`config.mk`:
```
export PLATFORM = sky130hd
export DESIGN_NAME = hazard_stall_ctrl
export DESIGN_NICKNAME = d
export VERILOG_FILES = /design/src/rtl/hazard_stall_ctrl.sv
export SDC_FILE = /design/constraint.sdc
export NUM_CORES = 1
export LEC_CHECK = 0
export ABC_AREA = 1
export BUFFER_PORTS_ARGS = -buffer_cell sky130_fd_sc_hd__buf_4
export CELL_PAD_IN_SITES_DETAIL_PLACEMENT = 1
export CELL_PAD_IN_SITES_GLOBAL_PLACEMENT = 1
export CORE_UTILIZATION = 41
export CTS_BUF_LIST = sky130_fd_sc_hd__clkbuf_8
export CTS_CLUSTER_SIZE = 28
export DETAILED_ROUTE_END_ITERATION = 7
export MAX_ROUTING_LAYER = met4
export PLACE_DENSITY_LB_ADDON = 0.1
export SLEW_MARGIN = 30
export SYNTH_ARGS = -nofsm -noshare
export SYNTH_HDL_FRONTEND = slang
export SYNTH_SLANG_ARGS = --single-unit
export TNS_END_PERCENT = 5
```
`constraint.sdc`:
```
create_clock -name CLK -period 4.3 [get_ports CLK]
set_input_delay 0.43 -clock CLK [delete_from_list [all_inputs] [get_ports CLK]]
set_output_delay 0.43 -clock CLK [all_outputs]
set_load 0.02 [all_outputs]
```
`src/rtl/hazard_stall_ctrl.sv`:
```
// Hazard/stall controller: D-stage stall, E-stage bubble, D-stage forward selects, MDU busy counter.
// Latency: Stall/FlushE/Fwd*/MDBusy are combinational; shadow scoreboard and busy counter advance once per CLK edge.
// Backpressure: Stall holds PC and D while FlushE inserts a bubble into E; M/W always advance.
// Optional: define HAZARD_STALL_CNT_EN to add the 32-bit StallCount output.
module hazard_stall_ctrl #(
   parameter int MULT_CYCLES = 5,
   parameter int DIV_CYCLES  = 10,
   parameter int CNT_W       = 4
) (
   input  logic             CLK,
   input  logic             Reset,
   input  logic [4:0]       A1_D,
   input  logic [4:0]       A2_D,
   input  logic [1:0]       TuseRS_D,
   input  logic [1:0]       TuseRT_D,
   input  logic [4:0]       A3_D,
   input  logic             WE_D,
   input  logic [1:0]       Tnew_D,
   input  logic             MD_D,
   input  logic [1:0]       MDStart_D,
   output logic             Stall,
   output logic             FlushE,
   output logic [1:0]       FwdRS_D,
   output logic [1:0]       FwdRT_D,
   output logic             MDBusy
`ifdef HAZARD_STALL_CNT_EN
   ,
   output logic [31:0]      StallCount
`endif
);

   localparam logic [1:0]       MDS_NONE = 2'b00;
   localparam logic [1:0]       MDS_MULT = 2'b01;
   localparam logic [1:0]       MDS_DIV  = 2'b10;
   localparam logic [1:0]       TUSE_NA  = 2'd3;
   localparam logic [1:0]       FWD_RF   = 2'b00;
   localparam logic [1:0]       FWD_E    = 2'b01;
   localparam logic [1:0]       FWD_M    = 2'b10;
   localparam logic [CNT_W-1:0] MULT_LD  = CNT_W'(MULT_CYCLES);
   localparam logic [CNT_W-1:0] DIV_LD   = CNT_W'(DIV_CYCLES);

   // Shadow copies of the pipeline destination fields. The W entry is not
   // kept: the register file's write-first bypass covers it and nothing here
   // would ever read it.
   logic [4:0]       e_a3_q,   e_a3_d;
   logic             e_we_q,   e_we_d;
   logic [1:0]       e_tnew_q, e_tnew_d;
   logic [1:0]       e_mds_q,  e_mds_d;
   logic [4:0]       m_a3_q,   m_a3_d;
   logic             m_we_q,   m_we_d;
   logic [1:0]       m_tnew_q, m_tnew_d;
   logic [CNT_W-1:0] cnt_q,    cnt_d;

   logic hit_e_rs, hit_e_rt, hit_m_rs, hit_m_rt;
   logic stall_rs, stall_rt, stall_md;

   // An entry can only supply rX if it writes, targets rX, and rX is not $0.
   function automatic logic entry_hit(input logic [4:0] a3, input logic we, input logic [4:0] rx);
      return we && (a3 != 5'd0) && (a3 == rx);
   endfunction

   // Combinational hazard detection and forward selection from current D inputs and shadow state.
   always_comb begin
      hit_e_rs = entry_hit(e_a3_q, e_we_q, A1_D);
      hit_e_rt = entry_hit(e_a3_q, e_we_q, A2_D);
      hit_m_rs = entry_hit(m_a3_q, m_we_q, A1_D);
      hit_m_rt = entry_hit(m_a3_q, m_we_q, A2_D);

      stall_rs = (TuseRS_D != TUSE_NA) &&
                 ((hit_e_rs && (e_tnew_q > TuseRS_D)) || (hit_m_rs && (m_tnew_q > TuseRS_D)));
      stall_rt = (TuseRT_D != TUSE_NA) &&
                 ((hit_e_rt && (e_tnew_q > TuseRT_D)) || (hit_m_rt && (m_tnew_q > TuseRT_D)));

      // Busy also covers the cycle the mult/div sits in E, before the counter loads.
      MDBusy   = (cnt_q != '0) || (e_mds_q != MDS_NONE);
      stall_md = MD_D && MDBusy;

      Stall    = stall_rs || stall_rt || stall_md;
      FlushE   = Stall;

      // E wins over M: it holds the newer value of the same register.
      FwdRS_D = FWD_RF;
      if (hit_e_rs && (e_tnew_q == 2'd0))
         FwdRS_D = FWD_E;
      else if (hit_m_rs && (m_tnew_q == 2'd0))
         FwdRS_D = FWD_M;

      FwdRT_D = FWD_RF;
      if (hit_e_rt && (e_tnew_q == 2'd0))
         FwdRT_D = FWD_E;
      else if (hit_m_rt && (m_tnew_q == 2'd0))
         FwdRT_D = FWD_M;
   end

   // Next-state for the shadow scoreboard and the MDU busy counter.
   always_comb begin
      e_a3_d   = A3_D;
      e_we_d   = WE_D;
      e_tnew_d = Tnew_D;
      // Reserved start code 11 behaves as no MDU start.
      e_mds_d  = (MDStart_D == 2'b11) ? MDS_NONE : MDStart_D;
      if (Reset || FlushE) begin
         e_a3_d   = 5'd0;
         e_we_d   = 1'b0;
         e_tnew_d = 2'd0;
         e_mds_d  = MDS_NONE;
      end

      m_a3_d   = e_a3_q;
      m_we_d   = e_we_q;
      m_tnew_d = (e_tnew_q != 2'd0) ? (e_tnew_q - 2'd1) : 2'd0;
      if (Reset) begin
         m_a3_d   = 5'd0;
         m_we_d   = 1'b0;
         m_tnew_d = 2'd0;
      end

      // A new start reloads even if a previous operation is still counting.
      cnt_d = cnt_q;
      if (e_mds_q == MDS_MULT)
         cnt_d = MULT_LD;
      else if (e_mds_q == MDS_DIV)
         cnt_d = DIV_LD;
      else if (cnt_q != '0)
         cnt_d = cnt_q - CNT_W'(1);
      if (Reset)
         cnt_d = '0;
   end

   // State registers; reset is already folded into the _d terms.
   always_ff @(posedge CLK) begin
      e_a3_q   <= e_a3_d;
      e_we_q   <= e_we_d;
      e_tnew_q <= e_tnew_d;
      e_mds_q  <= e_mds_d;
      m_a3_q   <= m_a3_d;
      m_we_q   <= m_we_d;
      m_tnew_q <= m_tnew_d;
      cnt_q    <= cnt_d;
   end

`ifdef HAZARD_STALL_CNT_EN
   logic [31:0] stall_cnt_q, stall_cnt_d;

   // Count stalled edges; wraps naturally at 2^32.
   always_comb begin
      stall_cnt_d = stall_cnt_q;
      if (Reset)
         stall_cnt_d = 32'd0;
      else if (Stall)
         stall_cnt_d = stall_cnt_q + 32'd1;
   end

   // Stall counter register.
   always_ff @(posedge CLK) begin
      stall_cnt_q <= stall_cnt_d;
   end

   assign StallCount = stall_cnt_q;
`endif

endmodule
```
==> qor.txt <==
====================================================================================
Mapped Area                                                              0.00140 mm2
Number of antenna violations at the first check in global routing                  0
Avg Inst Size Synth                                                         6.84 um2
Number of optimization iterations in the first detailed-route pass                 4
Pre-CTS WS                                                                   2180 ps
Site Rows                                                                         20
Net load switching power                                                      274 uW
Largest incremental delay on the critical path                                330 ps
Result of the run                                                          completed
Leak pwr                                                                    0.933 nW
Maximum number of pins on one net before global-route repair                      13
Iter 0 DRT Violations                                                             52
Cell breakdown of the critical path                                     inv_1, ha_1, nand3_2, inv_1, nand3_1, nand2_1, inv_1, a21oi_4, nand2_1, buf_4
Synth Area in XOR/XNOR                                                         7.53%
Final Skew                                                                   4.38 ps
Clock network power share                                                      20.3%
Max Clock Freq                                                               451 MHz
Peak ir drop on the vdd network                                               344 uV
Syn_nets                                                                         242
Critical Path End Type                                                    output pin
Slew at the pin closest to its max-slew limit                                 389 ps
Routed length per placed instance                                            12.5 um
Setup slack of the critical path after layout                                2080 ps
Post-CTS Setup Inserts                                                             0
Clk_lat worst skew                                                            260 ps
Kind of path behind the tightest hold check                             input pin to register
CTS tree                                                                        done
Starting density of the core                                                   44.6%
Post-layout net count                                                            278
WP data arrival                                                              1790 ps
Multiplexer area fraction after synthesis                                         0%
Crit path time final                                                         2220 ps
I/O Pins                                                                          34
Vias in the first global route                                                  1422
Required arrival time at the worst endpoint                                  3870 ps
TritonCTS buffer count                                                             3
Weighted congestion at the end of routability-driven global placement          0.773
Post-layout utilization of the core                                            55.7%
Highest-delay cell along the critical path                              sky130_fd_sc_hd__dfxtp_1
Synth Area in Adders                                                           9.87%
Tightest hold margin                                                          382 ps
DRT Wirelength                                                               3540 um
Fraction of the yosys area taken by sequential cells                           31.6%
Dominant combinational cell family by area after synthesis              simple AND/OR/NAND/NOR gates
Filler cells                                                                     426
Max-slew headroom at the worst pin                                             73.8%
Fraction of layout instances using a drive strength above 1                    19.7%
Final period utilization                                                       51.5%
Die span in y                                                                60.3 um
Area fraction in compound gates after synthesis                                8.34%
CTS Sinks                                                                         22
Launching element type of the critical path                                 register
Remaining number of nets flagged by the antenna check after routing                0
Critical Setup Path Class                                               register to output pin
Routed vias                                                                     1334
GRT Residual Overflow                                                              0
Cell repeated most along the worst path                                 sky130_fd_sc_hd__inv_1
First-pass GRT wire length                                                   6000 um
Number of max-capacitance violations reported                                      0
Ant diodes                                                                         0
Core Box Area                                                            0.00313 mm2
Final Setup Violations                                                             0
Fraction of the mapped netlist area in simple logic gates                      29.0%
Share of power burned in registers                                             37.1%
Sequential cell area in the final layout                                     440 um2
Setup TNS after final layout                                                    0 ps
Area occupied by multi-input gates                                           763 um2
Post-route DRC violation count                                                     0
Switching share of power                                                       38.1%
P_int                                                                         445 uW
Number of buffers between clock root and the deepest sink                          2
Total of hold buffers inserted after clock tree synthesis                          0
Number of hold violations in the final report                                      0
Buffers added on ports                                                            33
Number of gates resized after CTS                                                  0
CTS Root Cell                                                           sky130_fd_sc_hd__clkbuf_8
Via density per instance                                                        4.71
YS warnings                                                                        0
Worst Path Buf+Inv                                                                 4
Area of the die                                                          0.00364 mm2
H-tree lvl count                                                                   1
Max-slew violation count                                                           0
Synth Instances                                                                  204
Area added between synthesis and finish                                        24.8%
RSZ-0062 raised after global routing                                              no
Kind of cell adding the most delay to the critical path                 buffers and inverters
GRT Util Overall                                                               22.7%
Clock transition at the registers of the reported paths                        80 ps
Register bit count reported by yosys                                              22
Die Width                                                                    60.3 um
Post-DP HPWL                                                                 3030 um
Critical-path maximum fanout                                                       5
Power density of the placed cells                                         413 mW/mm2
Portion of total power attributed to combinational logic                       42.6%
Count of different cell masters after synthesis                                   24
====================================================================================
registers in the layout, indices dropped and copies added, names as in the netlist:
register  cells
cnt_q         4
e_a3_q        5
e_mds_q       2
e_tnew_q      2
e_we_q        1
m_a3_q        5
m_tnew_q      2
m_we_q        1
routing by layer:
layer  global-route usage (%)  wire, um  vias up  part of all wire, %
met5                        -         0        -                    0
met1                     26.9      1610      616                   45
met3                     2.77       103        2                  2.9
met4                     5.32        15        0                 0.42
met2                     40.5      1820       20                   51
li1                         -         -      696                    -
layout by cell type (no fill, tap or decap):
cell and n:
sky130_fd_sc_hd__a21oi_1 10, sky130_fd_sc_hd__a21oi_4 1, sky130_fd_sc_hd__a31oi_1 3, sky130_fd_sc_hd__buf_4 33
sky130_fd_sc_hd__clkbuf_8 4, sky130_fd_sc_hd__dfxtp_1 22, sky130_fd_sc_hd__ha_1 11, sky130_fd_sc_hd__inv_1 46
sky130_fd_sc_hd__inv_2 2, sky130_fd_sc_hd__nand2_1 36, sky130_fd_sc_hd__nand2_2 1, sky130_fd_sc_hd__nand3_1 9
sky130_fd_sc_hd__nand3_2 3, sky130_fd_sc_hd__nand3_4 1, sky130_fd_sc_hd__nand4_1 4, sky130_fd_sc_hd__nor2_1 30
sky130_fd_sc_hd__nor3_1 4, sky130_fd_sc_hd__nor4_1 1, sky130_fd_sc_hd__o21ai_0 3, sky130_fd_sc_hd__o21ai_2 1
sky130_fd_sc_hd__o31ai_1 1, sky130_fd_sc_hd__or2_2 1, sky130_fd_sc_hd__xnor2_1 5, sky130_fd_sc_hd__xor2_1 7
final cells by class:
cell class	instances	area share, %
Tap cell	44	3.16
Inverter	48	10.3
Timing Repair Buffer	33	14.2
Clock buffer	4	3.16
Multi-Input combinational cell	132	43.8
Sequential cell	22	25.3
stage by stage:
step                      total power, mW  cells  cell area (um2)
after floorplan                     0.478    204             1400
after global placement              0.556    279             1690
after detailed placement            0.579    279             1690
after CTS                           0.727    283             1740
after global routing                0.779    283             1740
final                               0.719    283             1740
Yosys cell counts, drive strengths merged:
cell	count	share of area [%]
inv	48	13
nand2	37	10
nor2	30	8.1
dfxtp	22	32
nand3	13	6.6
a21oi	11	4.8
ha	11	9.9
xor2	7	4.4
xnor2	5	3.1
nand4	4	1.8
nor3	4	1.4
o21ai	4	1.7
a31oi	3	1.3
buf	1	0.54
clkbuf	1	0.27
nor4	1	0.45
o31ai	1	0.54
or2	1	0.45
worst paths after layout:
path,slack (ps),from,endpoint,cells after the start
setup reg to reg,2670,cnt_q[0],e_we_q,10
setup / recovery,2080,cnt_q[0],FlushE,10
hold reg to reg,420,e_tnew_q[0],m_tnew_q[0],1
hold / removal,380,A3_D[3],e_a3_q[3],3
worst min-delay path: cells and delay by family:
kind | cells | cell delay [ps]
buffers and inverters | 2 | 110
AND/OR/NAND/NOR | 1 | 70
power by group through the flow:
stage	clock network [mW]	logic [mW]	registers [mW]
after floorplan	0	0.214	0.264
after global placement	0	0.287	0.269
after detailed placement	0	0.308	0.271
after CTS	0.150	0.310	0.267
after global routing	0.160	0.348	0.271
final	0.146	0.306	0.267
kinds of logic (layout without fill, tap and decap cells):
kind of cell | count (synthesis) | after routing
AO/OA/AOI/OAI | 19 | 19
XOR/XNOR | 12 | 12
flip-flops | 22 | 22
AND/OR/NAND/NOR | 90 | 90
buffers and inverters | 50 | 85
adder cells (fa/ha/maj) | 11 | 11
Note: power is estimated with default switching activity, not from simulation.
